### config.mk
export PLATFORM = sky130hd
export DESIGN_NAME = l1_rd_ctrl
export DESIGN_NICKNAME = d
export VERILOG_FILES = /design/src/rtl/cnn_pkg.sv /design/src/rtl/win_cnt.sv /design/src/rtl/l1_rd_ctrl.sv
export SDC_FILE = /design/constraint.sdc
export NUM_CORES = 1
export LEC_CHECK = 0
export ABC_AREA = 1
export ABC_CLOCK_PERIOD_IN_PS = 1200
export CAP_MARGIN = 20
export CORE_MARGIN = 4
export CORE_UTILIZATION = 45
export DETAILED_ROUTE_END_ITERATION = 6
export GPL_TIMING_DRIVEN = 0
export MAX_ROUTING_LAYER = met4
export PLACE_DENSITY = 0.74
export SYNTH_ARGS = -nofsm -noshare
export SYNTH_HDL_FRONTEND = slang
export SYNTH_SLANG_ARGS = --single-unit
### constraint.sdc
create_clock -name clk -period 1.2 [get_ports clk]
set_input_delay 0.24 -clock clk [delete_from_list [all_inputs] [get_ports clk]]
set_output_delay 0.24 -clock clk [all_outputs]
set_load 0.05 [all_outputs]
### src/rtl/cnn_pkg.sv
// Shared types and default geometry for the CNN layer-1/layer-2 datapath.
package cnn_pkg;

   typedef enum logic [2:0] {
      IDLE,
      WAIT,
      FETCH,
      PRES,
      DRAIN,
      DONE
   } l1_rd_state_t;

   localparam int unsigned L1_WIN_COLS = 11;
   localparam int unsigned L1_WIN_ROWS = 11;
   localparam int unsigned L1_RD_LAT   = 1;

endpackage

### src/rtl/win_cnt.sv
// Raster-order column/row counter for the 3x3 read windows of one frame.
// Saturates on the final window so the position never runs past the frame.
module win_cnt
   import cnn_pkg::*;
#(
   parameter int unsigned WIN_COLS = L1_WIN_COLS,
   parameter int unsigned WIN_ROWS = L1_WIN_ROWS
) (
   input  logic       clk,
   input  logic       rst,
   input  logic       inc,
   input  logic       clr,
   output logic [3:0] col,
   output logic [3:0] row,
   output logic       last
);

   logic col_end;

   assign col_end = (col == 4'(WIN_COLS - 1));
   assign last    = col_end && (row == 4'(WIN_ROWS - 1));

   // Advance one window per accepted handshake; wrap column into the next row.
   always_ff @(posedge clk) begin
      if (rst || clr) begin
         col <= '0;
         row <= '0;
      end else if (inc && !last) begin
         if (col_end) begin
            col <= '0;
            row <= row + 4'd1;
         end else begin
            col <= col + 4'd1;
         end
      end
   end

endmodule

### src/rtl/l1_rd_ctrl.sv
// Read-side scheduler for the layer-1 pooled-feature buffer: walks the frame's
// read windows in raster order and hands each one to layer-2 over valid/ready.
module l1_rd_ctrl
   import cnn_pkg::*;
#(
   parameter int unsigned WIN_COLS = L1_WIN_COLS,
   parameter int unsigned WIN_ROWS = L1_WIN_ROWS,
   parameter int unsigned RD_LAT   = L1_RD_LAT
) (
   input  logic       clk,
   input  logic       rst,
   input  logic       frame_go,
   input  logic       l1_rd,
   input  logic       win_rdy,
   input  logic       l2_done,
   input  logic       abort,
   output logic       addr_rd_inc,
   output logic       tx_done,
   output logic       win_vld,
   output logic       win_last,
   output logic [3:0] win_col,
   output logic [3:0] win_row,
   output logic       busy,
   output logic       err_ovr
);

   l1_rd_state_t state;
   logic [1:0]   lat_cnt;
   logic         accept;
   logic         cnt_clr;
   logic         cnt_last;

   // Abort takes priority over a same-cycle handshake, so the window is not consumed.
   assign accept      = win_vld & win_rdy & ~abort;
   assign addr_rd_inc = accept;
   assign cnt_clr     = (state == DONE);
   assign win_last    = cnt_last;

   win_cnt #(
      .WIN_COLS(WIN_COLS),
      .WIN_ROWS(WIN_ROWS)
   ) u_win_cnt (
      .clk (clk),
      .rst (rst),
      .inc (accept),
      .clr (cnt_clr),
      .col (win_col),
      .row (win_row),
      .last(cnt_last)
   );

   // Frame sequencer with registered win_vld/tx_done/busy and sticky overrun flag.
   always_ff @(posedge clk) begin
      if (rst) begin
         state   <= IDLE;
         lat_cnt <= '0;
         win_vld <= 1'b0;
         tx_done <= 1'b0;
         busy    <= 1'b0;
         err_ovr <= 1'b0;
      end else begin
         win_vld <= 1'b0;
         tx_done <= 1'b0;
         if (frame_go && (state != IDLE)) begin
            err_ovr <= 1'b1;
         end
         if (abort && (state != IDLE) && (state != DONE)) begin
            state   <= DONE;
            tx_done <= 1'b1;
         end else begin
            case (state)
               IDLE: begin
                  if (frame_go) begin
                     state <= WAIT;
                     busy  <= 1'b1;
                  end
               end
               WAIT: begin
                  if (l1_rd) begin
                     state   <= FETCH;
                     lat_cnt <= 2'(RD_LAT - 1);
                  end
               end
               FETCH: begin
                  if (lat_cnt == '0) begin
                     state   <= PRES;
                     win_vld <= 1'b1;
                  end else begin
                     lat_cnt <= lat_cnt - 2'd1;
                  end
               end
               PRES: begin
                  if (win_rdy) begin
                     state <= cnt_last ? DRAIN : WAIT;
                  end else begin
                     win_vld <= 1'b1;
                  end
               end
               DRAIN: begin
                  if (l2_done) begin
                     state   <= DONE;
                     tx_done <= 1'b1;
                  end
               end
               DONE: begin
                  state <= IDLE;
                  busy  <= 1'b0;
               end
               default: begin
                  state <= IDLE;
                  busy  <= 1'b0;
               end
            endcase
         end
      end
   end

endmodule

==> out/metrics.cfg <==
[run]
max_cap_viol_count=0

[worst_setup_path]
cp_max_fo=3
worst_setup_path_end_kind=primary output
startpoint_type=register
crit_arrival_ns=1.23
critPathKind=register to primary output
required_ns=0.96

[run_status]
outcome=finished, violations left
violations=setup timing

[synthesis]
synth_top_area_share_pct=33.33
synth_nets=155
netlist_instances=145
synth.area.top_cells=dfxtp_1 (33%), nand2_1 (8.5%), a21oi_1 (7.4%)
synth.largest_area_cell=dfxtp_1
avgSynthCellArea_um2=7.041
ys_seq_area_share_pct=33.33
synth_seq_cells=17
synth_fa_ha_area_share_pct=3.676
synth_top_family_by_area=simple AND/OR/NAND/NOR gates
synth_simple_gate_area_share_pct=39.34
synth_compound_area_share_pct=12.25
synthXorXnorAreaFrac_pct=2.574
synth_cell_types=21
muxShareOfSynthArea_pct=0
yosysWarnings=0
synthesis.area_mm2=0.001021

[die]
die_x_um=55.63
initial_core_util_pct=49.51
coreArea_mm2=0.002062
dieArea_mm2=0.003095
io_pins=21
fp-row-count=16
die_h_um=55.63

[detailed_routing]
drtPass1Iterations=5
ant_nets=0
wl_per_cell_um=13.39
wirelength_um=2905
drtIter0Drc=23
drc=0
via_per_inst=5.226
vias=1134

[cts]
path_clk_slew_ns=0.11
cts_tree=built
ctsLongestPathBuffers=2
insertion_delay_ns=0.30
cts_root_buffer=clkbuf_4
cts_htree_levels=1
cts_buffers=3
cts_hold_buf=0
cts_sinks=17

[grt]
grt_pass1_wl_um=4284
grt_pass1_vias=1053
grt.overflow.total=0
busiest_layer=met2
grt_util_met2_pct=29.22
antenna_found_initial=0
grt_use_met3_pct=2.784
gr-usage-all-layers_pct=16.94
use_met1_pct=20.06
grt_max_degree=11

[timing]
finClkSkew_ns=0.008385
layout_min_cycle_time_ns=1.466
finalWorstSetupSlack_ns=-0.2655
finalSetupViolations=12
slew_headroom_pct=83.32
rsz0062_at_grt=yes
fin_crit_sh_pct=122.1
slew_viol_final=0
final-hold-violation-count=0
max_freq_mhz=682.4
tightestPinTransition_ns=0.2519

[place]
dp_cells=192
dpl.hpwl_um=1789
place.gp.congestion=0.9444
portBuffers=20
dp_slack_ns=-0.9456

[final_layout]
drive_gt1_share_pct=58.95
design.final.nets=201
finalNonFillerCells=217
diodes=0
synthToLayoutAreaGrowth_pct=60.78
fillCellCount=130

[pwr]
seq_power_share_pct=30.7
p_per_area_mw_per_mm2=1700
power_switching_share_pct=48.03
max-vdd-ir-drop_mv=1.060
p_sw_mw=1.341
combPwrFrac_pct=57.8
p_int_mw=1.451
power.share.clock_pct=11.5
p_leak_nw=0.7137

[hold_path]
min_path_type=register to register

logic make-up (layout without fill, tap and decap cells):
| kind of cell | after synthesis | in the layout |
|---|---|---|
| simple gates | 73 | 73 |
| compound gates | 25 | 25 |
| buf+inv | 24 | 69 |
| flops | 17 | 17 |
| fa+ha+maj | 3 | 3 |
| xor+xnor | 3 | 3 |
state kept, by name, indices dropped and copies added, names as in the netlist:
| name | count |
|---|---|
| u_win_cnt.col | 4 |
| err_ovr | 1 |
| busy | 1 |
| u_win_cnt.row | 4 |
| state | 3 |
| lat_cnt | 2 |
| win_vld | 1 |
| tx_done | 1 |
Yosys cell counts, drive strengths merged:
master,n
nand3,17
o21ai,10
xnor2,1
nand2,29
nor2,21
nand3b,3
nor3,1
ha,3
xor2,2
a21oi,15
inv,24
nand4,2
dfxtp,17
cells in the final DEF, fill, tap and decap left out, types with 4 or more instances in the layout:
| master | synthesis | final |
|---|---|---|
| clkbuf_4 | 0 | 5 |
| clkdlybuf4s50_1 | 0 | 4 |
| buf_2 | 0 | 7 |
| inv_1 | 19 | 8 |
| buf_4 | 0 | 22 |
| o21ai_1 | 5 | 4 |
| nor2_4 | 3 | 8 |
| inv_2 | 5 | 9 |
| inv_4 | 0 | 6 |
| nor2_1 | 12 | 10 |
| dfxtp_4 | 0 | 10 |
| nand3_4 | 1 | 5 |
| nand2_2 | 6 | 8 |
| nand2_4 | 0 | 6 |
| nand3_1 | 12 | 9 |
| nand2_1 | 23 | 15 |
| buf_6 | 0 | 4 |
| dfxtp_1 | 17 | 4 |
| a21oi_1 | 15 | 12 |
| o21ai_2 | 0 | 5 |
layout make-up:
cell class / instances / area, um^2 / area share, %
multi-input cells: 104 / 770.7 / 46.95
flip-flops and latches: 17 / 381.6 / 23.25
repair buffers: 41 / 317.8 / 19.36
inverters: 24 / 110.1 / 6.707
well taps: 27 / 33.78 / 2.058
clock buffers: 3 / 22.52 / 1.372
clock inverters: 1 / 5.005 / 0.3049
power groups by stage:
stage	Clock, mW	Combinational, mW	Sequential [mW]
4_1_cts	0.325	1.19	0.823
3_3_place_gp	0	1.09	0.790
5_1_grt	0.356	1.72	0.871
2_1_floorplan	0	0.720	0.920
6_report	0.322	1.61	0.857
3_5_place_dp	0	1.11	0.793
worst max-delay path: stages (launching register included):
cell	delay, ns
dfxtp_4	0.37
inv_4	0.07
ha_4	0.13
nand3_4	0.09
nor2_4	0.11
buf_6	0.16
layer usage:
metal	share of wire, %	vias up
met3	4.1	10
met1	42	532
met4	2.8	0
met2	51	30
met5	0	-
li1	-	562
final timing paths:
check / start / to / cells after the start / slack [ns]
max: u_win_cnt.row[0]$_SDFFE_PP0P_ / win_last / 5 / -0.27
min: err_ovr$_SDFFE_PP0P_ / err_ovr$_SDFFE_PP0P_ / 2 / 0.48
max reg2reg: u_win_cnt.row[0]$_SDFFE_PP0P_ / u_win_cnt.col[0]$_SDFFE_PP0N_ / 10 / -0.12
min reg2reg: err_ovr$_SDFFE_PP0P_ / err_ovr$_SDFFE_PP0P_ / 2 / 0.48
repair_timing:
item | CTS | global route
setup buffers | 6 | 15
setup endpoints to repair | 29 | 19
pin swaps | 11 | 14
resized for setup | 95 | 43
metrics by stage:
stage / cell area [um^2] / setup TNS (ns) / hold slack (ns) / utilization [%] / power (mW)
finish: 1642 / -0.9999 / 0.4780 / 79.61 / 2.791
global route: 1642 / -2.147 / 0.4989 / 79.61 / 2.945
CTS: 1401 / -0.8322 / 0.4798 / 67.96 / 2.338
detailed placement: 1331 / -7.463 / 0.4507 / 64.56 / 1.908
global placement: 1331 / -7.102 / 0.4432 / 64.56 / 1.877
floorplan: 1097 / -1.863 / 0.3091 / - / 1.640
No activity file was read; power rests on OpenSTA's default activity.
